## config.mk

```make
export PLATFORM = sky130hd
export DESIGN_NAME = run_timeout_ctrl
export DESIGN_NICKNAME = d
export VERILOG_FILES = /design/src/rtl/run_timeout_ctrl.sv
export SDC_FILE = /design/constraint.sdc
export NUM_CORES = 1
export LEC_CHECK = 0
export CAP_MARGIN = 30
export CORE_MARGIN = 2
export CORE_UTILIZATION = 45
export DETAILED_ROUTE_END_ITERATION = 7
export PLACE_DENSITY_LB_ADDON = 0.12
export SLEW_MARGIN = 20
export SYNTH_ARGS = -nofsm -noshare
export SYNTH_HDL_FRONTEND = slang
export SYNTH_SLANG_ARGS = --single-unit
```

## constraint.sdc

```tcl
create_clock -name aclk -period 4.15 [get_ports aclk]
set_input_delay 0.83 -clock aclk [delete_from_list [all_inputs] [get_ports aclk]]
set_output_delay 0.83 -clock aclk [all_outputs]
set_load 0.01 [all_outputs]
```

## src/rtl/run_timeout_ctrl.sv

```systemverilog
// Run supervisor for an HLS kernel: starts a run, watches a per-attempt cycle budget,
// soft-resets the kernel on timeout or abort, retries a bounded number of times and reports status.
module run_timeout_ctrl #(
  parameter logic [31:0] TIMEOUT_CYCLES = 32'hEE6B_2800,
  parameter int unsigned MAX_RETRY      = 2,
  parameter int unsigned RST_CYCLES     = 16
) (
  input  logic        aclk,
  input  logic        aresetn,
  input  logic        host_start,
  input  logic        host_abort,
  output logic        host_busy,
  output logic        host_done,
  output logic [1:0]  host_status,
  output logic [31:0] elapsed,
  output logic [2:0]  attempt,
  output logic        kernel_ap_start,
  input  logic        kernel_ap_ready,
  input  logic        kernel_ap_done,
  output logic        kernel_rst_n
);

  localparam int unsigned    RW        = (RST_CYCLES > 1) ? $clog2(RST_CYCLES) : 1;
  localparam logic [RW-1:0]  RST_LOAD  = RW'(RST_CYCLES - 1);
  localparam logic [2:0]     RETRY_MAX = 3'(MAX_RETRY);

  typedef enum logic [2:0] {
    S_IDLE, S_START, S_RUN, S_FLUSH, S_DONE
  } state_t;

  typedef enum logic [1:0] {
    STAT_OK      = 2'b00,
    STAT_TIMEOUT = 2'b01,
    STAT_ABORT   = 2'b10
  } status_t;

  state_t         state_q, state_d;
  status_t        status_q, status_d;
  status_t        pending_q, pending_d;
  logic [31:0]    timer_q, timer_d;
  logic [31:0]    elapsed_q, elapsed_d;
  logic [2:0]     attempt_q, attempt_d;
  logic [RW-1:0]  rst_cnt_q, rst_cnt_d;

  logic busy_q, done_q, ap_start_q, krst_n_q;
  logic active, expired;

  assign active  = (state_q == S_START) || (state_q == S_RUN);
  assign expired = (timer_q <= 32'd1);

  // NOTE: every signal written here gets a default first; a path that skips an
  // assignment would otherwise infer a latch.
  always_comb begin
    state_d   = state_q;
    status_d  = status_q;
    pending_d = pending_q;
    timer_d   = timer_q;
    elapsed_d = elapsed_q;
    attempt_d = attempt_q;
    rst_cnt_d = rst_cnt_q;

    if (active) begin
      timer_d = timer_q - 32'd1;
      if (elapsed_q != 32'hFFFF_FFFF) elapsed_d = elapsed_q + 32'd1;
    end

    unique case (state_q)
      S_IDLE: begin
        if (host_start) begin
          state_d   = S_START;
          timer_d   = TIMEOUT_CYCLES;
          elapsed_d = 32'd0;
          attempt_d = 3'd0;
          status_d  = STAT_OK;
          pending_d = STAT_OK;
        end
      end
      S_START, S_RUN: begin
        // ap_done beats abort, abort beats expiry; in START, done only counts with ready
        if (kernel_ap_done && (state_q == S_RUN || kernel_ap_ready)) begin
          state_d  = S_DONE;
          status_d = STAT_OK;
        end else if (host_abort) begin
          state_d   = S_FLUSH;
          pending_d = STAT_ABORT;
          rst_cnt_d = RST_LOAD;
        end else if (expired) begin
          state_d   = S_FLUSH;
          pending_d = STAT_TIMEOUT;
          rst_cnt_d = RST_LOAD;
        end else if (state_q == S_START && kernel_ap_ready) begin
          state_d = S_RUN;
        end
      end
      S_FLUSH: begin
        if (rst_cnt_q == '0) begin
          if (pending_q == STAT_TIMEOUT && attempt_q < RETRY_MAX) begin
            state_d   = S_START;
            attempt_d = attempt_q + 3'd1;
            timer_d   = TIMEOUT_CYCLES;
          end else begin
            state_d  = S_DONE;
            status_d = pending_q;
          end
        end else begin
          rst_cnt_d = rst_cnt_q - RW'(1);
        end
      end
      S_DONE:  state_d = S_IDLE;
      default: state_d = S_IDLE;
    endcase
  end

  // NOTE: sequential state uses non-blocking assignments so every register
  // samples the pre-edge values, independent of statement order.
  always_ff @(posedge aclk or negedge aresetn) begin
    if (!aresetn) begin
      state_q    <= S_IDLE;
      status_q   <= STAT_OK;
      pending_q  <= STAT_OK;
      timer_q    <= 32'd0;
      elapsed_q  <= 32'd0;
      attempt_q  <= 3'd0;
      rst_cnt_q  <= '0;
      busy_q     <= 1'b0;
      done_q     <= 1'b0;
      ap_start_q <= 1'b0;
      krst_n_q   <= 1'b1;
    end else begin
      state_q    <= state_d;
      status_q   <= status_d;
      pending_q  <= pending_d;
      timer_q    <= timer_d;
      elapsed_q  <= elapsed_d;
      attempt_q  <= attempt_d;
      rst_cnt_q  <= rst_cnt_d;
      // Outputs are decoded from the next state so they line up with state_q.
      busy_q     <= (state_d != S_IDLE);
      done_q     <= (state_d == S_DONE);
      ap_start_q <= (state_d == S_START);
      krst_n_q   <= (state_d != S_FLUSH);
    end
  end

  assign host_busy       = busy_q;
  assign host_done       = done_q;
  assign host_status     = status_q;
  assign elapsed         = elapsed_q;
  assign attempt         = attempt_q;
  assign kernel_ap_start = ap_start_q;
  assign kernel_rst_n    = krst_n_q;

endmodule

```

**Word-level counts from Yosys, hierarchy flattened**

Index checks and enable logic that the tools add are counted.

- Flip-flop bits (word level): 82
- Bits of input ports: 6
- Output and inout port bits: 41
- Word-level logic and storage cells: 85

- Add/subtract/negate cells: 4
- Magnitude comparators: 2
- Equal/unequal tests: 16
- Mux-type cells: 35
- Reductions and logical operators: 17

Operators by type and width:

| operator | count |
|---|---|
| $mux W32 | 8 |
| $pmux W32 S2 | 1 |
| $add A32 B1 Y32 const B | 1 |
| $le A32 B1 Y1 const B | 1 |
| $ne A32 B32 Y1 const B | 1 |
| $sub A32 B1 Y32 const B | 1 |
| $mux W3 | 10 |
| $mux W4 | 4 |
| $mux W2 | 7 |
| $ne A2 B2 Y1 const B | 7 |
| $reduce_and A4 Y1 | 3 |
| $pmux W3 S3 | 1 |
| $pmux W4 S2 | 1 |
| $eq A3 B1 Y1 const B | 2 |
| $eq A3 B2 Y1 const B | 2 |
| $pmux W2 S3 | 1 |
| $pmux W3 S2 | 1 |
| $reduce_bool A2 Y1 | 3 |
| $reduce_bool A3 Y1 | 2 |
| $reduce_and A5 Y1 | 1 |
| $logic_not A4 Y1 | 1 |
| $pmux W2 S2 | 1 |
| $sub A4 B1 Y4 const B | 1 |
| $add A3 B1 Y3 const B | 1 |
| other kinds (9) | 12 |

**Longest topological paths before layout**

- Depth after elaboration: 8
- Gate-level depth with buffers: 8
- Depth with buffers taken out: 7

**Worst setup path after synthesis**

No wires, ideal clock.

- Path type: register to register
- Start: register elapsed_q[0] (netlist: elapsed[0])
- End: register elapsed_q[26] (netlist: elapsed[26])
- Setup time: 77 ps
- Data arrival time: 2286 ps
- Required time: 4073 ps
- Setup slack: 1786 ps
- Cell stages (with the launch flop): 9
- Buffers on the path: 2
- Period minus slack after synthesis: 2364 ps
- Cells stage by stage: dfrtp_1 > ha_1 > and4_1 > clkbuf_1 > nand3_2 > or4b_1 > buf_2 > or3_1 > a21oi_1

- Longest elaborated chain between the ends: 5
- Elaborated cells on any way between the ends: 6
- Those cells by class: add/sub (1); eq/ne (1); mux (4)

RTL lines:

| item | RTL line | text |
|---|---|---|
| start, declared | 41 | `logic [31:0] elapsed_q, elapsed_d;` |
| start signal, assigned | 134 | `elapsed_q <= elapsed_d;` |
| $add A32 B1 Y32 or $ne A32 B32 Y1 (tied branches) | 64 | `if (elapsed_q != 32'hFFFF_FFFF) elapsed_d = elapsed_q + 32'd1;` |
| $mux W32 * | 64 |  |
| $mux W32 * | 62 | `if (active) begin` |
| $mux W32 | 69 | `if (host_start) begin` |
| $mux W32 * | 67 | `unique case (state_q)` |
| via elapsed_d[26] | 41 |  |

The timed path passes the listed nets; every way through them passes the cells marked *.
A chain may end at the register's enable or synchronous reset.

**Worst setup path in the final report**

- Start: register state_q[1]
- End: register elapsed_q[23] (netlist: elapsed[23])

- Longest elaborated chain between the ends: 5
- Elaborated cells on any way between the ends: 7
- Those cells by class: eq/ne (2); mux (3); reduce/logical (2)

RTL lines:

| item | RTL line | text |
|---|---|---|
| start, declared | 37 | `state_t state_q, state_d;` |
| start signal, assigned | 130 | `state_q <= state_d;` |
| $eq A3 B1 Y1 or $eq A3 B2 Y1 (tied branches) | 48 | `assign active = (state_q == S_START) \|\| (state_q == S_RUN);` |
| $logic_or A1 B1 Y1 | 48 |  |
| $mux W32 | 62 |  |
| $mux W32 | 69 |  |
| $mux W32 * | 67 |  |
| via elapsed_d[23] | 41 |  |

Marked as above.

==> flow_summary.yaml <==
status:
  outcome: "completed"
drt:
  viasPerCell: 5.647
  vias: 3569
  ant_nets: 0
  drc: 0
  first_pass_iters: 4
  wl_per_cell_um: 15.12
  finalWirelength_um: 9556
  drt_iter0_markers: 104
timing:
  timing.fmax_mhz: 362.5
  fin_setup_tns_ps: 0
  rsz0062_at_grt: "false"
  final_hold_viol_count: 0
  max_slew_margin_pct: 51.21
  finalCriticalPeriod_ps: 2759
  drv_slew: 0
  setup_ws_ps: 1391
  setup_viol: 0
  timing.hold.ws_ps: 413.2
  tightestPinTransition_ps: 725.6
  fin_crit_sh_pct: 66.48
  skew_ps: 16.82
yosys:
  syn-cell-area_um2: 4279
  syn_avg_cell_area_um2: 9.488
  synth-async-reset-ratio_pct: 100.0
  synth_edf_count: 0
  synth_cells: 451
  yosysTopAreaCell: "dfrtp_1"
  synth_cell_types: 58
  yosysWarningCount: 0
  synth_top_area_share_pct: 47.37
  syn_nets: 462
  yosysSeqAreaShare_pct: 47.98
  synth_top_cells_by_area: "dfrtp_1, nand2_1, xor2_1"
  ys.flop_type: "dfrtp_1"
  synth.ff_latch_count: 82
floorplanning:
  fp.dieW_um: 101.5
  row_count: 35
  start_util_pct: 46.31
  dieHeight_um: 101.5
  pin_count: 47
  die_area_um2: 10310
  coreArea_um2: 9240
clocking:
  clockBufferDepth: 2
  cts_buffers: 9
  cts_tree: "built"
  clkSinkCount: 82
  path_clk_slew_ps: 90
  postCtsSetupBuffers: 0
  cts-resized-gates: 0
  clkLatencyLatePin_ps: 350
  cts_root_buf: "clkbuf_8"
  ctsHoldBuffers: 0
  htreeDepth: 3
layout:
  final_common_cell: "dfrtp_1"
  syn2layout_area_growth_pct: 19.56
  diodes: 0
  final_area_um2: 5116
  layout.nets: 509
  mostFrequentLayoutCells: "dfrtp_1, nand2_1, nor2_1, clkdlybuf4s50_1, o21ai_0"
  drive_gt1_share_pct: 8.946
  final_util_pct: 55.37
job:
  cap_viol_max_count: 0
critical_path:
  cp.required_ps: 4440
  worst-path-max-fanout: 11
  critPathLaunchType: "flop"
  r2r-start: "state_q[1]"
  end_kind: "flop"
  worst-setup-path-type: "flop to flop"
  arrival_ps: 3050
  startpoint: "state_q[1]"
placed_design:
  place_congestion: 0.7879
  port_buffers: 46
  place_ws_ps: 1114
  dpl_cell_area_um2: 4897
  post-dp-hpwl_um: 6617
worst_hold_path:
  holdCritPathClass: "primary input to async pin"
global_routing:
  track_usage_pct: 20.03
  grt_pass1_wl_um: 16440
  grt_pass1_vias: 3450
  grt.overflow.total: 0
  grt_antenna_before_repair: 0
  grt_max_degree: 52
power:
  power_density_nw_per_um2: 493.7
  irDropWorstVdd_uv: 302.4
  leakagePower_nw: 1.996
-- synthesized netlist by cell type (2+ instances only) --
library cell,count
inv_1,8
nor3_1,12
clkbuf_1,16
nand3_1,19
o2111ai_1,2
nand4_1,15
xnor2_1,9
nand2_1,52
or3b_2,2
nor2_1,45
o31ai_1,9
mux2i_1,10
or4_1,13
nand3b_1,3
dfrtp_1,81
nor4_2,3
o211ai_1,4
xor2_1,21
o21ai_0,27
or3_1,17
a32o_1,3
nand4b_1,3
a211oi_1,2
or2_2,5
and4_1,3
nor4_1,9
a21boi_0,2
ha_1,5
a21oi_1,21
and4_2,2
-- layout make-up --
class / count / area (µm²)
fill: 842 / 4124
multi-input combinational: 342 / 2118
sequential: 82 / 2053
timing repair buffer: 55 / 541.8
tap: 129 / 161.4
clock buffer: 11 / 131.4
clock inverter: 5 / 80.08
inverter: 8 / 30.03
-- routing by layer --
metal	share of wire, %	up-vias	track usage, %
met4	1.0	0	5.301
met2	47	56	31.78
met3	3.2	10	4.555
li1	-	1755	-
met5	0	-	0
met1	49	1748	27.82
-- stage by stage --
step | instances | power [mW]
after global placement | 613 | 1.871
after detailed placement | 615 | 1.907
after floorplan | 451 | 1.617
after CTS | 631 | 2.541
after global routing | 632 | 2.697
final | 632 | 2.526
-- sequential cells by signal, indices dropped and copies added (netlist names) --
| name | cells |
|---|---|
| timer_q | 32 |
| kernel_rst_n | 1 |
| host_done | 1 |
| pending_q | 2 |
| attempt | 3 |
| rst_cnt_q | 4 |
| host_status | 2 |
| elapsed | 32 |
| state_q | 3 |
| host_busy | 1 |
| kernel_ap_start | 1 |
-- path summary, 6_finish.rpt --
| check | end | cells after the start | slack [ps] |
|---|---|---|---|
| setup / recovery | elapsed[23] | 6 | 1390 |
| hold / removal | elapsed[26] | 1 | 410 |
| setup reg to reg | elapsed[23] | 6 | 1390 |
| hold reg to reg | rst_cnt_q[3] | 1 | 490 |
| max in group asynchronous | kernel_rst_n | 2 | 3070 |
| min in group aclk | rst_cnt_q[3] | 1 | 490 |
-- worst max-delay path, stage by stage (launching register included) --
cell     delay (ps)
dfrtp_1         620
xnor2_1         280
nor2_1          450
buf_4           230
nand4_1         340
or4_1           620
a21oi_1         150
-- logic make-up (layout without fill, tap and decap cells) --
| family | after synthesis | after routing | synth area share [%] |
|---|---|---|---|
| simple gates | 215 | 215 | 27.40 |
| compound gates | 82 | 82 | 12.02 |
| flops | 82 | 82 | 47.98 |
| xor+xnor | 30 | 30 | 6.141 |
| buf+inv | 27 | 79 | 2.661 |
| mux | 10 | 10 | 2.339 |
| fa+ha+maj | 5 | 5 | 1.462 |
-- power breakdown --
part	internal, mW	switching (mW)
combinational	0.333	0.487
sequential	0.921	0.152
clock	0.339	0.293
total	1.59	0.932
(Power assumes the default switching activity.)
